### config.mk
export PLATFORM = sky130hd
export DESIGN_NAME = life_painter_flat
export DESIGN_NICKNAME = d
export VERILOG_FILES = /design/src/rtl/life_painter_if.sv /design/src/rtl/life_painter.sv /design/src/flat_wrapper.sv
export SDC_FILE = /design/constraint.sdc
export NUM_CORES = 1
export LEC_CHECK = 0
export CAP_MARGIN = 20
export CORE_ASPECT_RATIO = 1.25
export CORE_UTILIZATION = 35
export DETAILED_ROUTE_END_ITERATION = 10
export GPL_ROUTABILITY_DRIVEN = 1
export HOLD_SLACK_MARGIN = 0.08
export PLACE_DENSITY = 0.58
export SYNTH_ARGS = -nofsm -noshare
export SYNTH_HDL_FRONTEND = slang
export SYNTH_SLANG_ARGS = --single-unit
### constraint.sdc
create_clock -name clk -period 4.9 [get_ports clk]
set_input_delay 0.735 -clock clk [delete_from_list [all_inputs] [get_ports clk]]
set_output_delay 0.735 -clock clk [all_outputs]
set_load 0.01 [all_outputs]
### src/rtl/life_painter_if.sv
// Cell result stream in, framebuffer write port out; slave side is the painter,
// master side is the engine/framebuffer environment.
interface life_painter_if #(
  parameter int CORDW    = 16,
  parameter int FB_ADDRW = 15,
  parameter int COLRW    = 4
);
  logic                       cell_ready;
  logic                       cell_alive;
  logic                       cell_changed;
  logic signed [CORDW-1:0]    cell_x;
  logic signed [CORDW-1:0]    cell_y;
  logic                       gen_done;
  logic                       fb_busy;
  logic                       fb_we;
  logic        [FB_ADDRW-1:0] fb_addr;
  logic        [COLRW-1:0]    fb_colr;

  modport master (
    output cell_ready, cell_alive, cell_changed, cell_x, cell_y, gen_done, fb_busy,
    input  fb_we, fb_addr, fb_colr
  );

  modport slave (
    input  cell_ready, cell_alive, cell_changed, cell_x, cell_y, gen_done, fb_busy,
    output fb_we, fb_addr, fb_colr
  );
endinterface

### src/rtl/life_painter.sv
// Paints life-engine cell results as CELL_SIZE x CELL_SIZE pixel blocks through a small FIFO.
// Optional LIFE_PAINTER_CHANGED_ONLY_EN: only cells flagged as changed are painted.
module life_painter #(
  parameter int               CORDW      = 16,
  parameter int               CELL_SIZE  = 4,
  parameter int               FB_WIDTH   = 160,
  parameter int               FB_HEIGHT  = 120,
  parameter int               FB_ADDRW   = 15,
  parameter int               COLRW      = 4,
  parameter logic [COLRW-1:0] COLR_ALIVE = COLRW'(4'hF),
  parameter logic [COLRW-1:0] COLR_DEAD  = COLRW'(4'h0),
  parameter int               FIFO_DEPTH = 8,
  parameter int               POPW       = 16
) (
  input  logic            clk,
  input  logic            rst_n,
  life_painter_if.slave   bus,
  output logic            busy,
  output logic            gen_painted,
  output logic            overflow,
  output logic [POPW-1:0] population
);

  localparam int COLS = FB_WIDTH / CELL_SIZE;
  localparam int ROWS = FB_HEIGHT / CELL_SIZE;
  localparam int AW   = $clog2(FIFO_DEPTH);

  localparam logic [1:0] IDLE  = 2'd0;
  localparam logic [1:0] LOAD  = 2'd1;
  localparam logic [1:0] PAINT = 2'd2;

  localparam logic [FB_ADDRW-1:0] ROW_STRIDE = FB_ADDRW'(CELL_SIZE * FB_WIDTH);
  localparam logic [FB_ADDRW-1:0] CS_A       = FB_ADDRW'(CELL_SIZE);
  localparam logic [FB_ADDRW-1:0] W_A        = FB_ADDRW'(FB_WIDTH);
  localparam logic [4:0]          LAST       = 5'(CELL_SIZE - 1);

  function automatic logic [POPW-1:0] sat_inc(input logic [POPW-1:0] v);
    return (&v) ? v : v + 1'b1;
  endfunction

  function automatic logic in_range(input logic signed [CORDW-1:0] x,
                                    input logic signed [CORDW-1:0] y);
    return (int'(x) >= 0) && (int'(x) < COLS) && (int'(y) >= 0) && (int'(y) < ROWS);
  endfunction

  // Stage p0: register the engine strobe stream
  logic                    vld_p0, gen_done_p0, alive_p0;
  logic signed [CORDW-1:0] x_p0, y_p0;
`ifdef LIFE_PAINTER_CHANGED_ONLY_EN
  logic                    changed_p0;
`else
  logic                    unused_changed;
  assign unused_changed = bus.cell_changed;
`endif

  always_ff @(posedge clk or negedge rst_n) begin
    if (!rst_n) begin
      vld_p0      <= 1'b0;
      gen_done_p0 <= 1'b0;
    end else begin
      vld_p0      <= bus.cell_ready;
      gen_done_p0 <= bus.gen_done;
    end
  end

  always_ff @(posedge clk) begin
    alive_p0   <= bus.cell_alive;
    x_p0       <= bus.cell_x;
    y_p0       <= bus.cell_y;
`ifdef LIFE_PAINTER_CHANGED_ONLY_EN
    changed_p0 <= bus.cell_changed;
`endif
  end

  // Stage p1: FIFO and painter FSM
  logic                    mem_alive [FIFO_DEPTH];
  logic signed [CORDW-1:0] mem_x     [FIFO_DEPTH];
  logic signed [CORDW-1:0] mem_y     [FIFO_DEPTH];
  logic [AW-1:0]           wr_ptr, rd_ptr;
  logic [AW:0]             count, count_next;
  logic                    empty, full, push_req, push, pop;

  logic [1:0]              state, state_next;
  logic                    cur_alive;
  logic [FB_ADDRW-1:0]     cur_col, cur_row, base, base_calc;
  logic [4:0]              px, py, px_n, py_n;
  logic                    accept, last_px, fire, pending;
  logic [POPW-1:0]         pop_cnt, pop_cnt_inc;

  assign empty = (count == '0);
  assign full  = (count == (AW+1)'(FIFO_DEPTH));

`ifdef LIFE_PAINTER_CHANGED_ONLY_EN
  assign push_req = vld_p0 && changed_p0 && in_range(x_p0, y_p0);
`else
  assign push_req = vld_p0 && in_range(x_p0, y_p0);
`endif

  assign accept    = bus.fb_we && !bus.fb_busy;
  assign last_px   = (px == LAST) && (py == LAST);
  assign base_calc = cur_row * ROW_STRIDE + cur_col * CS_A;
  assign fire      = pending && empty && (state == IDLE);
  assign pop_cnt_inc = (vld_p0 && alive_p0) ? sat_inc(pop_cnt) : pop_cnt;

  always_comb begin
    px_n = px + 5'd1;
    py_n = py;
    if (px == LAST) begin
      px_n = 5'd0;
      py_n = py + 5'd1;
    end
  end

  always_comb begin
    state_next = state;
    pop        = 1'b0;
    case (state)
      IDLE: if (!empty) begin
        pop        = 1'b1;
        state_next = LOAD;
      end
      LOAD: state_next = PAINT;
      PAINT: if (accept && last_px) begin
        pop        = !empty;
        state_next = empty ? IDLE : LOAD;
      end
      default: state_next = IDLE;
    endcase
    // A full FIFO still takes a push when the same cycle frees a slot
    push       = push_req && (!full || pop);
    count_next = count + (AW+1)'(push) - (AW+1)'(pop);
  end

  always_ff @(posedge clk or negedge rst_n) begin
    if (!rst_n) begin
      state       <= IDLE;
      wr_ptr      <= '0;
      rd_ptr      <= '0;
      count       <= '0;
      overflow    <= 1'b0;
      px          <= '0;
      py          <= '0;
      bus.fb_we   <= 1'b0;
      bus.fb_addr <= '0;
      bus.fb_colr <= '0;
      busy        <= 1'b0;
      gen_painted <= 1'b0;
      pending     <= 1'b0;
      pop_cnt     <= '0;
      population  <= '0;
    end else begin
      state       <= state_next;
      count       <= count_next;
      busy        <= (count_next != '0) || (state_next != IDLE);
      gen_painted <= fire;
      pending     <= (pending && !fire) || gen_done_p0;
      if (push) wr_ptr <= wr_ptr + 1'b1;
      if (pop)  rd_ptr <= rd_ptr + 1'b1;
      if (push_req && full && !pop) overflow <= 1'b1;

      if (gen_done_p0) begin
        population <= pop_cnt_inc;
        pop_cnt    <= '0;
      end else begin
        pop_cnt    <= pop_cnt_inc;
      end

      if (state == LOAD) begin
        px          <= '0;
        py          <= '0;
        bus.fb_we   <= 1'b1;
        bus.fb_addr <= base_calc;
        bus.fb_colr <= cur_alive ? COLR_ALIVE : COLR_DEAD;
      end else if (state == PAINT && accept) begin
        if (last_px) begin
          bus.fb_we   <= 1'b0;
        end else begin
          px          <= px_n;
          py          <= py_n;
          bus.fb_addr <= base + FB_ADDRW'(py_n) * W_A + FB_ADDRW'(px_n);
        end
      end
    end
  end

  always_ff @(posedge clk) begin
    if (push) begin
      mem_alive[wr_ptr] <= alive_p0;
      mem_x[wr_ptr]     <= x_p0;
      mem_y[wr_ptr]     <= y_p0;
    end
    if (pop) begin
      cur_alive <= mem_alive[rd_ptr];
      cur_col   <= FB_ADDRW'(mem_x[rd_ptr]);
      cur_row   <= FB_ADDRW'(mem_y[rd_ptr]);
    end
    if (state == LOAD) base <= base_calc;
  end

endmodule

### src/flat_wrapper.sv
// flat-port wrapper written by rule: the top's interface ports become plain ports
module life_painter_flat 
#(
  parameter int               CORDW      = 16,
  parameter int               CELL_SIZE  = 4,
  parameter int               FB_WIDTH   = 160,
  parameter int               FB_HEIGHT  = 120,
  parameter int               FB_ADDRW   = 15,
  parameter int               COLRW      = 4,
  parameter logic [COLRW-1:0] COLR_ALIVE = COLRW'(4'hF),
  parameter logic [COLRW-1:0] COLR_DEAD  = COLRW'(4'h0),
  parameter int               FIFO_DEPTH = 8,
  parameter int               POPW       = 16
)
  (clk, rst_n, busy, gen_painted, overflow, population, bus_cell_ready, bus_cell_alive, bus_cell_changed, bus_cell_x, bus_cell_y, bus_gen_done, bus_fb_busy, bus_fb_we, bus_fb_addr, bus_fb_colr);
  life_painter_if #(.CORDW(CORDW), .FB_ADDRW(FB_ADDRW), .COLRW(COLRW)) bus_i ();
  input  logic clk;
  input  logic rst_n;
  output logic busy;
  output logic gen_painted;
  output logic overflow;
  output logic [POPW-1:0] population;
  input wire logic [$bits(bus_i.cell_ready)-1:0] bus_cell_ready;
  input wire logic [$bits(bus_i.cell_alive)-1:0] bus_cell_alive;
  input wire logic [$bits(bus_i.cell_changed)-1:0] bus_cell_changed;
  input wire logic [$bits(bus_i.cell_x)-1:0] bus_cell_x;
  input wire logic [$bits(bus_i.cell_y)-1:0] bus_cell_y;
  input wire logic [$bits(bus_i.gen_done)-1:0] bus_gen_done;
  input wire logic [$bits(bus_i.fb_busy)-1:0] bus_fb_busy;
  output wire logic [$bits(bus_i.fb_we)-1:0] bus_fb_we;
  output wire logic [$bits(bus_i.fb_addr)-1:0] bus_fb_addr;
  output wire logic [$bits(bus_i.fb_colr)-1:0] bus_fb_colr;
  assign bus_i.cell_ready = bus_cell_ready;
  assign bus_i.cell_alive = bus_cell_alive;
  assign bus_i.cell_changed = bus_cell_changed;
  assign bus_i.cell_x = bus_cell_x;
  assign bus_i.cell_y = bus_cell_y;
  assign bus_i.gen_done = bus_gen_done;
  assign bus_i.fb_busy = bus_fb_busy;
  assign bus_fb_we = bus_i.fb_we;
  assign bus_fb_addr = bus_i.fb_addr;
  assign bus_fb_colr = bus_i.fb_colr;
  life_painter #(.CORDW(CORDW), .CELL_SIZE(CELL_SIZE), .FB_WIDTH(FB_WIDTH), .FB_HEIGHT(FB_HEIGHT), .FB_ADDRW(FB_ADDRW), .COLRW(COLRW), .COLR_ALIVE(COLR_ALIVE), .COLR_DEAD(COLR_DEAD), .FIFO_DEPTH(FIFO_DEPTH), .POPW(POPW)) u_core (.clk(clk), .rst_n(rst_n), .bus(bus_i), .busy(busy), .gen_painted(gen_painted), .overflow(overflow), .population(population));
endmodule
==> flow_summary.ini <==
[global_route]
grt_pass1_wl_um = 40400
grt_antenna_before_repair = 0
grt_pass1_vias = 7221
track_usage_pct = 13.8
grt-ovfl-total = 0
grt_max_degree = 76

[layout]
drive_gt1_share_pct = 16.9
num-fill-cells = 3299
fin_cells = 1433
fin_area_sq_um = 15600
antenna_cells = 0
syn_to_final_growth_pct = 18.8
final_nets = 1015

[die]
io_pins = 78
row_count = 78
core_sq_um = 36600
die_width_um = 175
die_h_um = 218
start_util_pct = 35.9
dieArea_sq_um = 38300

[clock_network]
holdBufCountCts = 0
cts_tree = done
cts_buffers = 34
ctsLongestPathBuffers = 3
cts_setup_buffers = 0
cts_root_buf = clkbuf_16
clock_latency_ps = 530
ctsResizeCount = 0
htreeDepth = 2
path_clk_slew_ps = 60
cts_sinks = 319

[logic_synthesis]
ys_seq_area_share_pct = 67.6
synth_mux_area_share_pct = 10.4
syn_nets = 917
synth-compound-area-share_pct = 5.59
yosys_warnings = 0
synth_top_family_by_area = multiplexers
synth-edff-count = 211
synth-adder-area-share_pct = 4.96
async_reset_ff_share_pct = 23.5
synthXorXnorAreaFrac_pct = 3.00
dominantRegCellSynth = edfxtp_1
ys_types = 62
syn_avg_cell_area_sq_um = 15.8
ys_ff_latch = 319
yosys.area_share.simple_pct = 6.39
mappedNetlistArea_sq_um = 13100
synth_cells = 829

[sta]
period_minus_slack_ps = 4390
slew_headroom_pct = 32.8
clock-skew-final_ps = 20.7
holdWs_ps = 162
fmax_mhz = 228
setup_slack_ps = 512
rsz0062_at_grt = false
finalSetupTns_ps = 0
slew_viol_final = 0
tightest_slew_ps = 1010
period_share_pct = 89.6
setup_viol = 0
finalHoldViolations = 0

[drt]
viasPerCell = 4.85
antenna_left = 0
drt_iter0_markers = 331
dr.pass1.iters = 4
wirelength_um = 25500
drc = 0
vias = 6945
routedWlPerCell_um = 17.8

[place]
port_buffers = 76
dp_hpwl_um = 15700
post-place-ws_ps = 527
dp.cells = 1370
postPlaceCellArea_sq_um = 14500
gp_congestion = 0.819

[setup_path]
critical_path_class = reg -> reg
critical_path_peak_fanout = 9
ff2ff_path_depth = 15
cp-end-kind = flop
worstPathRequired_ps = 5300
crit_arrival_ps = 4790
startpoint_type = flop

[status]
status = finished clean

[job]
maxCapViolCount = 0

[power_and_ir_drop]
leakage_nw = 5.80
irDropWorstVdd_mv = 0.250
pwr_density_cell_nw_per_um2 = 576

[hold_path]
hp-class = in -> async
logic make-up (layout without fill, tap and decap cells):
kind of cell             count (synthesis)  after routing
flip-flops                             319            319
AND/OR/NAND/NOR                        162            162
AO/OA/AOI/OAI                          113            113
multiplexers                            78             78
buffers and inverters                   63            187
adder cells (fa/ha/maj)                 49             49
XOR/XNOR                                45             45
synthesized netlist by cell type (4+ instances only):
master	n	area [sq um]
o21ai_0	23	115
clkbuf_1	16	60.1
buf_4	6	45.0
nand4_1	11	68.8
nor2b_1	4	25.0
xor2_1	23	201
a31oi_1	6	37.5
o211ai_1	4	30.0
buf_2	7	35.0
nor4_1	6	37.5
edfxtp_1	211	6340
nor3_1	6	30.0
mux2_2	28	315
mux2i_1	6	60.1
dfrtp_1	75	1880
xnor2_1	22	193
nand3_1	17	85.1
nand2_1	33	124
nor2_1	52	195
fa_1	5	100
a21oi_1	37	185
a21o_1	13	97.6
mux4_2	44	991
ha_1	44	551
dfxtp_1	33	661
nand2b_1	8	50.1
and3_1	6	37.5
inv_1	31	116
flip-flops by register name, indices dropped and copies added, names as in the netlist, 3 cells and up:
signal              flops
u_core.mem_x          104
u_core.mem_y           64
u_core.pop_cnt         16
u_core.population      16
u_core.x_p0            16
u_core.y_p0            16
u_core.base            13
u_core.bus.fb_addr     13
u_core.cur_col         13
u_core.cur_row          8
u_core.mem_alive        8
u_core.px               5
u_core.py               5
u_core.count            4
u_core.rd_ptr           3
u_core.wr_ptr           3
stage by stage:
step,util (%),total power [mW]
after floorplan,-,5.78
after global placement,39.6,6.61
after detailed placement,39.6,6.65
after CTS,42.5,9.12
after global routing,42.6,9.54
final,42.6,8.98
layer usage:
metal,vias up,wire [um],track usage [%]
met2,114,12800,23.8
li1,3341,-,-
met1,3455,11200,17.5
met3,35,996,2.45
met5,-,0,0
met4,0,512,4.72
worst paths after layout:
path,start,slack [ps],to
min in group clk,u_core.cur_col[3],460,u_core.base[5]
worst max-delay path,u_core.px[0],510,u_core.bus.fb_addr[13]
max in group asynchronous,rst_n,4140,u_core.rd_ptr[0]
worst min-delay path,rst_n,160,u_core.pop_cnt[1]
worst min register to register,u_core.cur_col[3],460,u_core.base[5]
worst max register to register,u_core.px[0],510,u_core.bus.fb_addr[13]
placed cells by master (no fill, tap or decap), drive strengths merged, types with 5 or more instances in the layout:
cell and count:
edfxtp 211, clkdlybuf4s50 75, dfrtp 75, nor2 52, clkbuf 47, mux4 44
ha 44, a21oi 37, nand2 34, dfxtp 33, inv 32, mux2 28
o21ai 24, xor2 23, xnor2 22, buf 18, nand3 17, a21o 13
nand4 12, clkinv 12, nand2b 8, nor3 7, and3 6, nor4 6
a31oi 6, mux2i 6, fa 5, a211oi 5
report_power, final:
group | internal, mW | switching [mW]
Clock | 1.37 | 1.04
Sequential | 3.35 | 0.234
Combinational | 1.44 | 1.54
Total | 6.16 | 2.82
worst max-delay path, stage by stage (launching register included):
cell	delay, ps
dfrtp_1	400
ha_1	240
nor4b_2	300
buf_4	240
nand4_1	130
xor2_1	260
inv_1	110
ha_1	290
ha_1	230
fa_1	460
ha_1	370
a21boi_0	290
nand4_1	130
a21boi_0	230
mux2_2	360
a221oi_1	230
area by class of cell:
type | instances | area, sq um | share of cell area [%]
multi-input cells | 447 | 4020 | 25.8
inverters | 32 | 120 | 0.770
clock buffers | 47 | 951 | 6.10
well taps | 480 | 601 | 3.85
flip-flops and latches | 319 | 8880 | 56.9
clock inverters | 15 | 110 | 0.706
repair buffers | 93 | 918 | 5.89
Power figures use the tool's default switching activity.
